<file path="config.mk">
export PLATFORM = sky130hd
export DESIGN_NAME = mvma_out_stage
export DESIGN_NICKNAME = d
export VERILOG_FILES = /design/src/rtl/mvma_pkg.sv /design/src/rtl/mvma_narrow.sv /design/src/rtl/mvma_out_stage.sv
export SDC_FILE = /design/constraint.sdc
export NUM_CORES = 1
export LEC_CHECK = 0
export ABC_AREA = 1
export CAP_MARGIN = 15
export CORE_MARGIN = 1
export CORE_UTILIZATION = 61
export DETAILED_ROUTE_END_ITERATION = 12
export GPL_ROUTABILITY_DRIVEN = 1
export PLACE_DENSITY = 0.92
export SETUP_SLACK_MARGIN = 0.5
export SLEW_MARGIN = 15
export SYNTH_ARGS = -nofsm -noshare
export SYNTH_HDL_FRONTEND = slang
export SYNTH_SLANG_ARGS = --single-unit
</file>
<file path="constraint.sdc">
create_clock -name clk -period 3.79 [get_ports clk]
set_clock_uncertainty 0.1 [all_clocks]
set_input_delay 0.758 -clock clk [delete_from_list [all_inputs] [get_ports clk]]
set_output_delay 0.758 -clock clk [all_outputs]
set_load 0.005 [all_outputs]
</file>
<file path="src/rtl/mvma_pkg.sv">
// Shared types for the matrix-vector output stage.
// Element type, bank states and the default vector length.
package mvma_pkg;

  localparam int K_DEF = 4;

  typedef logic signed [7:0] elem_t;

  localparam elem_t ELEM_MAX = 8'sh7F;
  localparam elem_t ELEM_MIN = 8'sh80;

  typedef enum logic [1:0] {
    BANK_EMPTY    = 2'd0,
    BANK_FILLING  = 2'd1,
    BANK_FULL     = 2'd2,
    BANK_DRAINING = 2'd3
  } bank_state_t;

endpackage

</file>
<file path="src/rtl/mvma_narrow.sv">
// Narrows one 16-bit accumulator result to a signed byte.
// Optional ReLU clamp on the result with macro MVMA_OUT_RELU_EN.
module mvma_narrow
  import mvma_pkg::*;
#(
  parameter int SHIFT = 0
) (
  input  logic signed [15:0] data_in,
  input  logic               ovf_in,
  output elem_t              data_out
);

  localparam logic signed [16:0] RND =
    17'((1 << SHIFT) >> 1);

  logic signed [16:0] sum;
  logic signed [16:0] shifted;
  elem_t              sat;

  // round, shift, saturate; overflow forces the sign-flipped rail
  always_comb begin
    sum     = $signed({data_in[15], data_in}) + RND;
    shifted = sum >>> SHIFT;
    if (ovf_in) begin
      sat = data_in[15] ? ELEM_MAX : ELEM_MIN;
    end else if (shifted > 17'sd127) begin
      sat = ELEM_MAX;
    end else if (shifted < -17'sd128) begin
      sat = ELEM_MIN;
    end else begin
      sat = shifted[7:0];
    end
`ifdef MVMA_OUT_RELU_EN
    data_out = sat[7] ? '0 : sat;
`else
    data_out = sat;
`endif
  end

endmodule

</file>
<file path="src/rtl/mvma_out_stage.sv">
// Ping-pong output buffer: narrows results, emits K-element vectors.
// Build option MVMA_OUT_RELU_EN clamps negative outputs to zero.
module mvma_out_stage
  import mvma_pkg::*;
#(
  parameter int K     = K_DEF,
  parameter int SHIFT = 0
) (
  input  logic               clk,
  input  logic               reset,
  input  logic               s_valid,
  output logic               s_ready,
  input  logic signed [15:0] data_in,
  input  logic               ovf_in,
  output logic               m_valid,
  input  logic               m_ready,
  output logic signed [7:0]  data_out,
  output logic               m_last,
  output logic [7:0]         ovf_count
);

  localparam int IW = (K > 1) ? $clog2(K) : 1;
  localparam logic [IW-1:0] LAST = IW'(K - 1);

  bank_state_t   state [2];
  logic          fill_sel;
  logic          drain_sel;
  logic [IW-1:0] wr_idx;
  logic [IW-1:0] rd_idx;
  elem_t         mem [2][K];
  elem_t         narrowed;
  logic          accept;
  logic          take;

  mvma_narrow #(
    .SHIFT(SHIFT)
  ) u_narrow (
    .data_in  (data_in),
    .ovf_in   (ovf_in),
    .data_out (narrowed)
  );

  // fill bank is the only one that can be EMPTY/FILLING
  assign s_ready = (state[fill_sel] == BANK_EMPTY)
                || (state[fill_sel] == BANK_FILLING);
  assign m_valid = (state[drain_sel] == BANK_FULL)
                || (state[drain_sel] == BANK_DRAINING);

  assign accept   = s_valid && s_ready;
  assign take     = m_valid && m_ready;
  assign data_out = m_valid ? mem[drain_sel][rd_idx] : '0;
  assign m_last   = m_valid && (rd_idx == LAST);

  // bank states, indices and overflow counter
  always_ff @(posedge clk) begin
    if (reset) begin
      state[0]  <= BANK_EMPTY;
      state[1]  <= BANK_EMPTY;
      fill_sel  <= 1'b0;
      drain_sel <= 1'b0;
      wr_idx    <= '0;
      rd_idx    <= '0;
      ovf_count <= '0;
    end else begin
      if (accept) begin
        if (wr_idx == LAST) begin
          state[fill_sel] <= BANK_FULL;
          wr_idx          <= '0;
          fill_sel        <= ~fill_sel;
        end else begin
          state[fill_sel] <= BANK_FILLING;
          wr_idx          <= wr_idx + 1'b1;
        end
        if (ovf_in && (ovf_count != 8'hFF)) begin
          ovf_count <= ovf_count + 1'b1;
        end
      end
      if (take && (rd_idx == LAST)) begin
        state[drain_sel] <= BANK_EMPTY;
        rd_idx           <= '0;
        drain_sel        <= ~drain_sel;
      end else if (take) begin
        state[drain_sel] <= BANK_DRAINING;
        rd_idx           <= rd_idx + 1'b1;
      end else if (state[drain_sel] == BANK_FULL) begin
        state[drain_sel] <= BANK_DRAINING;
      end
    end
  end

  // element storage, written only into the fill bank
  always_ff @(posedge clk) begin
    if (accept) begin
      mem[fill_sel][wr_idx] <= narrowed;
    end
  end

endmodule

</file>
==> results of run 1 <==
[layout by cell type (no fill, tap or decap), types with 7 or more instances in the layout]
cell type and n:
nor3_1 7, o22ai_1 8, nand3_1 12, ha_1 8, clkbuf_8 9, nand2_1 83
clkdlybuf4s50_1 39, buf_4 9, o21ai_0 35, o211ai_1 9, dfxtp_1 16, edfxtp_1 68
inv_1 26, a21oi_1 14, nor2_1 74
[state kept, by name, summed over array words and instances (netlist names), named ones only]
signal and cells:
mem 64, fill_sel 1, state 4, ovf_count 8, drain_sel 1, rd_idx 2, wr_idx 2
[power by group]
group	internal (mW)	switching [mW]
clock network	0.374	0.323
registers	1.04	0.0205
logic	0.0998	0.142
[cells by family after synthesis]
group                    count (synthesis)  synth area share
buffers and inverters                   48            0.0663
adder cells (fa/ha/maj)                  8            0.0248
AO/OA/AOI/OAI                           71            0.0998
XOR/XNOR                                 2           0.00434
flip-flops                              84             0.585
AND/OR/NAND/NOR                        198             0.220
[layer usage]
layer / GRT usage / wire (um) / vias to the layer above
li1: - / - / 1475
met1: 0.333 / 3320 / 1422
met2: 0.437 / 4110 / 171
met3: 0.0517 / 710 / 28
met4: 0.121 / 260 / 0
met5: 0 / 0 / -
[worst min-delay path, cell delays in order (launching register included)]
cell and delay [ns]:
dfxtp_1 0.35, nand2_1 0.09, a21oi_2 0.05
[stage by stage]
step | setup slack (ns) | hold slack (ns) | cells
2_1_floorplan | 1.68 | 0.390 | 411
3_3_place_gp | 1.09 | 0.417 | 517
3_5_place_dp | 1.03 | 0.414 | 517
4_1_cts | 0.681 | 0.428 | 533
5_1_grt | 0.525 | 0.448 | 533
6_report | 0.690 | 0.433 | 533
[final timing paths]
kind,start,endpoint,cells past startpoint
max reg2reg,state[0][1]$_DFFE_PP_,mem[1][11]$_DFFE_PP_,4
max,rd_idx[0]$_SDFFE_PP0P_,data_out[6],6
min reg2reg,ovf_count[7]$_SDFFE_PP0P_,ovf_count[7]$_SDFFE_PP0P_,2
min,ovf_count[7]$_SDFFE_PP0P_,ovf_count[7]$_SDFFE_PP0P_,2
[area by class of cell]
| cell class | instances | area [um^2] |
|---|---|---|
| inverters | 29 | 114 |
| flip-flops and latches | 84 | 2360 |
| clock buffers | 9 | 124 |
| well taps | 77 | 96.3 |
| multi-input cells | 279 | 1410 |
| repair buffers | 48 | 458 |
| clock inverters | 7 | 98.8 |
| fillers | 414 | 1720 |
==> impl_metrics.ini, run 1 <==
[logic_synthesis]
syn_nets = 440
yosysTopAreaCellShare = 0.506
synth_ff_type = edfxtp_1
synth_most_common_cell = nand2_1
synth_area_leaders = edfxtp_1, dfxtp_1, nand2_1, nor2_1, o21ai_0
yosysWarningCount = 0
yosys.cell_types.count = 34
syn_area_um2 = 4040
syn_inst = 411
ys_async_sr_fraction = 0
avgSynthCellArea_um2 = 9.83
synth-edff-count = 68
yosysSeqAreaShare = 0.585
yosysTopAreaCell = edfxtp_1
synth_common_cells = nand2_1, nor2_1, edfxtp_1, o21ai_0, inv_1
synth_seq_cells = 84

[hold_path]
hp-class = reg -> reg

[floorplanning]
io_pins = 40
die_h_um = 83.4
start_util = 0.632
rows = 29
fp.dieW_um = 83.4
core_um2 = 6390
dieArea_um2 = 6950

[global_routing]
gr-total-overflow = 0
grt_pass1_vias = 3030
grt_max_degree = 35
antenna_found_initial = 0
grt_usage = 0.263
grt_pass1_wl_mm = 14.2

[finish]
diodes = 0
nets = 480
fin_util = 0.730
area_growth_pct = 15.4
drive_above_1_share = 0.0987
stdcell_area_um2 = 4660

[clocking]
postCtsSetupBuffers = 0
clkTransAtPathRegs_ns = 0.08
clk_path_buf_depth = 2
cts_max_level = 3
cts_resized = 0
cts_buffers = 9
cts_tree = yes
root_buffer = clkbuf_8
clk_latency_ns = 0.35
cts.sinks = 84
hold_buffers = 0

[route]
wl_per_cell_um = 15.8
viasPerCell = 5.81
drt-total-wl_mm = 8.40
drtAntennaViolNets = 0
drt_first_pass_iters = 5
num_vias = 3096
first_iter_violations = 291
drc = 0

[critical_path]
cp_slowest_cell = dfxtp_1
cp_cell_sequence = buf_4 > o21ai_0 > o211ai_1 > nand2_1 > nor2_1 > clkdlybuf4s50_1
cp-start-kind = flop
crit_path_end_kind = primary output
cp.arrival_ns = 2.24
rrSetupSlack_ns = 1.80
max_stage_delay_ns = 0.61
critical_path.top_delay_family = buffers and inverters
cp_data_required_time_ns = 2.93
critical_path_buf_inv_count = 2
worst-setup-path-type = reg -> out
crit_fanout = 15

[sta]
finalSetupTns_ns = 0
report.final.slew_viol_count = 0
setup-violations-final = 0
tightest_slew_ns = 0.722
relSlewSlack = 0.518
rsz0062_at_grt = no
min_period_ns = 3.10
fmax_mhz = 323
min_period_over_period = 0.818
hold_violations = 0

[placement]
place_congestion = 0.829
post-dp-hpwl_mm = 5.75
dpl_cell_area_um2 = 4440
port_buffers = 39

[status]
status = completed

[power]
max-vdd-ir-drop_uv = 287
p_total_mw = 2.00
power_density_nw_per_um2 = 429
cellLeakagePower_nw = 1.77

[job]
maxCapViolations = 0
Note: power is estimated with default switching activity, not from simulation.
==> inputs of run 2 (changes only) <==
--- a/config.mk
+++ b/config.mk
@@ -8,10 +8,10 @@
 export ABC_AREA = 1
 export CAP_MARGIN = 15
 export CORE_MARGIN = 1
-export CORE_UTILIZATION = 61
+export CORE_UTILIZATION = 51
 export DETAILED_ROUTE_END_ITERATION = 12
 export GPL_ROUTABILITY_DRIVEN = 1
-export PLACE_DENSITY = 0.92
+export PLACE_DENSITY = 0.82
 export SETUP_SLACK_MARGIN = 0.5
 export SLEW_MARGIN = 15
 export SYNTH_ARGS = -nofsm -noshare
==> constraint.sdc (replaced) <==
create_clock -name clk -period 2.7 [get_ports clk]
set_clock_uncertainty 0.1 [all_clocks]
set_input_delay 0.54 -clock clk [delete_from_list [all_inputs] [get_ports clk]]
set_output_delay 0.54 -clock clk [all_outputs]
set_load 0.005 [all_outputs]
==> impl_metrics.ini, run 2 (synthesis results as in run 1) <==
[sta]
rsz0062_at_grt = yes
relSlewSlack = 0.630
report.final.slew_viol_count = 0
hold_violations = 0
setup-violations-final = 0
min_period_over_period = 0.887
fmax_mhz = 417
min_period_ns = 2.40
finalSetupTns_ns = 0
tightest_slew_ns = 0.553

[clocking]
cts_max_level = 3
cts_buffers = 9
cts.sinks = 84
clk_path_buf_depth = 2
clkTransAtPathRegs_ns = 0.08
root_buffer = clkbuf_8
cts_tree = yes
clk_latency_ns = 0.36

[floorplanning]
fp.dieW_um = 91.0
rows = 32
start_util = 0.525
dieArea_um2 = 8280
io_pins = 40
core_um2 = 7690
die_h_um = 91.0

[finish]
mostFrequentLayoutCell = nand2_1
diodes = 0
largest_register_ffs = 64
stdcell_area_um2 = 5100
multi_input_area_um2 = 1530
num-fill-cells = 549
layout_common_cells = nand2_1, edfxtp_1, nor2_1
largest_registers = mem x64, ovf_count x8, state x4
layout.area.seq_um2 = 2370
top_register = mem
nets = 506
drive_above_1_share = 0.215
area_growth_pct = 26.3

[power]
p_seq_frac = 0.542
clkPwrFrac = 0.309
pwr-share-comb = 0.149
power_density_nw_per_um2 = 538
cellLeakagePower_nw = 1.98
p_switching_mw = 0.699
max-vdd-ir-drop_uv = 324
switching_share = 0.255
p_int_mw = 2.05

[critical_path]
critical_path.top_delay_family = buffers and inverters
cp_slowest_cell = dfxtp_4
rr_worst_depth = 9
crit_top_cell = nor2_1
rrSetupSlack_ns = 0.84
critical_path_buf_inv_count = 4
worst-setup-path-type = reg -> out
crit_fanout = 4
max_stage_delay_ns = 0.39
crit_path_end_kind = primary output
cp-start-kind = flop
cp.depth = 8
cp_data_required_time_ns = 2.06
cp.arrival_ns = 1.76
cp_cell_sequence = buf_6 > buf_12 > buf_16 > o21ai_2 > o22ai_2 > nor2_1 > nor2_1 > buf_2

[global_routing]
grt_usage = 0.250
grt_pass1_wl_mm = 15.7
grt_pass1_vias = 3286
gr-total-overflow = 0
grt_max_degree = 18
antenna_found_initial = 0

[placement]
port_buffers = 39
dpl_cell_area_um2 = 4500
place_congestion = 0.799
post-dp-hpwl_mm = 5.67

[route]
wl_per_cell_um = 17.0
drtAntennaViolNets = 0
viasPerCell = 5.69
first_iter_violations = 307
drt_first_pass_iters = 5
drc = 0
num_vias = 3312
drt-total-wl_mm = 9.90

[job]
maxCapViolations = 0

[hold_path]
hp-class = reg -> reg
min_path_cells = 2

[status]
status = completed
[run 2: changes by cell type in the layout (fill, tap and decap cells not counted), moves of 4 or more]
cell,before,now
buf_16,0,4
o21ai_0,35,18
buf_12,0,4
clkdlybuf4s50_1,39,28
nor2_1,74,64
o21ai_2,0,7
o21ai_1,2,11
buf_2,0,8
buf_4,9,21
nor2_2,0,7
[run 2: worst register-to-register path: cells and delay by family (launching register included)]
| family | cells | cell delay, ns |
|---|---|---|
| buf+inv | 4 | 0.51 |
| flops | 1 | 0.42 |
| simple gates | 3 | 0.27 |
| compound gates | 2 | 0.26 |
[run 2: cell type report]
| type | instances | area share |
|---|---|---|
| Clock buffer | 9 | 0.0243 |
| Clock inverter | 5 | 0.0108 |
| Inverter | 29 | 0.0253 |
| Multi-Input combinational cell | 279 | 0.300 |
| Sequential cell | 84 | 0.465 |
| Tap cell | 102 | 0.0250 |
| Timing Repair Buffer | 70 | 0.141 |
| Timing Repair inverter | 4 | 0.00834 |
[run 2: power groups by stage]
stage | sequential [mW] | combinational [mW] | clock, mW
3_5_place_dp | 1.51 | 0.346 | 0
2_1_floorplan | 1.50 | 0.205 | 0
4_1_cts | 1.48 | 0.381 | 0.844
5_1_grt | 1.49 | 0.447 | 0.890
6_report | 1.49 | 0.410 | 0.848
3_3_place_gp | 1.51 | 0.332 | 0
[run 2: final timing paths]
kind | start | end
hold / removal | ovf_count[6]$_SDFFE_PP0P_ | ovf_count[6]$_SDFFE_PP0P_
hold reg to reg | ovf_count[6]$_SDFFE_PP0P_ | ovf_count[6]$_SDFFE_PP0P_
setup reg to reg | flop | state[0][1]$_DFFE_PP_
setup / recovery | flop | data_out[5]
[run 2: metrics by stage]
step,power [mW],utilization,setup WS [ns],hold WS (ns),instances
2_1_floorplan,1.71,-,0.794,0.390,411
3_3_place_gp,1.84,0.586,0.355,0.408,543
3_5_place_dp,1.86,0.586,0.307,0.413,543
4_1_cts,2.71,0.653,0.402,0.430,580
5_1_grt,2.83,0.664,0.248,0.458,582
6_report,2.74,0.664,0.305,0.430,582
[run 2: routing by layer]
| metal | global-route usage | wire length, um |
|---|---|---|
| met1 | 0.281 | 3650 |
| met2 | 0.424 | 4950 |
| met3 | 0.0620 | 888 |
| met4 | 0.163 | 409 |
| met5 | 0 | 0 |
[run 2: timing repair]
item                                    CTS  global route
hold buffers                              0             0
endpoints found under the setup margin   11            10
gates cloned                              8             0
endpoints found under the hold margin     0             0
setup buffers                            15             2
gates resized for setup                  83            17
pin swaps                                27            23
==> inputs of run 3 (changes only) <==
--- a/config.mk
+++ b/config.mk
@@ -8,10 +8,10 @@
 export ABC_AREA = 1
 export CAP_MARGIN = 15
 export CORE_MARGIN = 1
-export CORE_UTILIZATION = 51
+export CORE_UTILIZATION = 50
 export DETAILED_ROUTE_END_ITERATION = 12
 export GPL_ROUTABILITY_DRIVEN = 1
-export PLACE_DENSITY = 0.82
+export PLACE_DENSITY = 0.81
 export SETUP_SLACK_MARGIN = 0.5
 export SLEW_MARGIN = 15
 export SYNTH_ARGS = -nofsm -noshare
==> impl_metrics.ini, run 3 (synthesis results as in run 1) <==
[floorplanning]
rows = 32
die_h_um = 91.9
dieArea_um2 = 8440
start_util = 0.520
core_um2 = 7770
io_pins = 40
fp.dieW_um = 91.9

[critical_path]
max_stage_delay_ns = 0.37
cp.arrival_ns = 1.64
crit_fanout = 4
cp-start-kind = flop
cp_data_required_time_ns = 2.06
crit_top_cell = nor2_1
critical_path.top_delay_family = buffers and inverters
critical_path_buf_inv_count = 3
crit_path_end_kind = primary output
cp_slowest_cell = dfxtp_4
worst-setup-path-type = reg -> out
cp_cell_sequence = buf_4 > clkbuf_16 > o21ai_2 > o22ai_1 > nor2_1 > nor2_1 > buf_2

[power]
pwr-share-comb = 0.138
p_switching_mw = 0.710
switching_share = 0.249
power_density_nw_per_um2 = 566
p_total_mw = 2.86
p_int_mw = 2.15
p_seq_frac = 0.520
max-vdd-ir-drop_uv = 383
cellLeakagePower_nw = 1.96
clkPwrFrac = 0.343

[route]
wl_per_cell_um = 16.8
drc = 0
drtAntennaViolNets = 0
drt-total-wl_mm = 9.77
num_vias = 3259
first_iter_violations = 304
viasPerCell = 5.61
drt_first_pass_iters = 7

[finish]
top_register = mem
area_growth_pct = 25.0
largest_registers = mem x64, ovf_count x8, state x4
largest_register_ffs = 64
fin_util = 0.650
nets = 503
diodes = 0
drive_above_1_share = 0.200
layout_common_cells = nand2_1, edfxtp_1, nor2_1
mostFrequentLayoutCell = nand2_1

[clocking]
cts_tree = yes
clkTransAtPathRegs_ns = 0.08
cts_buffers = 9
cts_max_level = 3
root_buffer = clkbuf_8
clk_latency_ns = 0.35
clk_path_buf_depth = 2
cts.sinks = 84

[sta]
setup-violations-final = 0
rsz0062_at_grt = yes
finalSetupTns_ns = 0
hold_violations = 0
fmax_mhz = 439
min_period_ns = 2.28
relSlewSlack = 0.610
min_period_over_period = 0.843
tightest_slew_ns = 0.583
report.final.slew_viol_count = 0

[global_routing]
antenna_found_initial = 0
gr-total-overflow = 0
grt_usage = 0.233
grt_pass1_wl_mm = 15.0
grt_max_degree = 19
grt_pass1_vias = 3123

[job]
maxCapViolations = 0

[placement]
place_congestion = 0.814
post-dp-hpwl_mm = 5.70
port_buffers = 39

[hold_path]
hp-class = reg -> reg
hp-start = ovf_count[7]$_SDFFE_PP0P_

[status]
status = completed
run 3: per-stage QoR:
stage / cells / cell area (um^2) / hold WS [ns] / worst slack, ns
final: 581 / 5050 / 0.422 / 0.423
after global routing: 581 / 5050 / 0.461 / 0.358
after CTS: 575 / 4960 / 0.428 / 0.379
after detailed placement: 544 / 4500 / 0.413 / 0.337
after global placement: 544 / 4500 / 0.403 / 0.381
after floorplan: 411 / 4040 / 0.390 / 0.794
run 3: path summary, 6_finish.rpt:
check / endpoint / slack, ns / depth (start not counted)
setup reg to reg: state[0][1]$_DFFE_PP_ / 0.83 / 9
hold reg to reg: ovf_count[7]$_SDFFE_PP0P_ / 0.42 / 2
setup / recovery: data_out[0] / 0.42 / 7
hold / removal: ovf_count[7]$_SDFFE_PP0P_ / 0.42 / 2
run 3: cell type report:
| type | count | area, um^2 |
|---|---|---|
| Fill cell | 558 | 2720 |
| Multi-Input combinational cell | 279 | 1500 |
| Clock buffer | 11 | 131 |
| Inverter | 29 | 129 |
| Sequential cell | 84 | 2370 |
| Tap cell | 102 | 128 |
| Timing Repair inverter | 2 | 25.0 |
| Clock inverter | 5 | 85.1 |
| Timing Repair Buffer | 69 | 686 |
run 3: worst reg2reg max path: stages (launching register included):
cell and delay (ns):
dfxtp_4 0.39, buf_4 0.14, clkbuf_16 0.15, nand2_4 0.07
nand2_8 0.09, buf_4 0.14, nand3_1 0.10, nand2_2 0.13
nand2_2 0.08, o211ai_1 0.17
run 3: routing by layer:
layer,vias up,part of all wire,track usage
li1,1530,-,-
met1,1535,0.39,0.276
met2,171,0.51,0.419
met3,23,0.071,0.0373
met4,0,0.026,0.100
met5,-,0,0
run 3: power by group through the flow:
stage	clock network [mW]	logic [mW]	registers [mW]
floorplan	0	0.205	1.50
global placement	0	0.334	1.51
detailed placement	0	0.345	1.51
CTS	0.977	0.377	1.48
global route	1.03	0.430	1.49
finish	0.979	0.393	1.49
run 3: what timing repair did:
action	in CTS	in global routing
gates cloned	2	2
pin swaps	15	24
endpoints found under the setup margin	11	10
resized for setup	63	37
buffers inserted	13	4
hold buffers	0	0
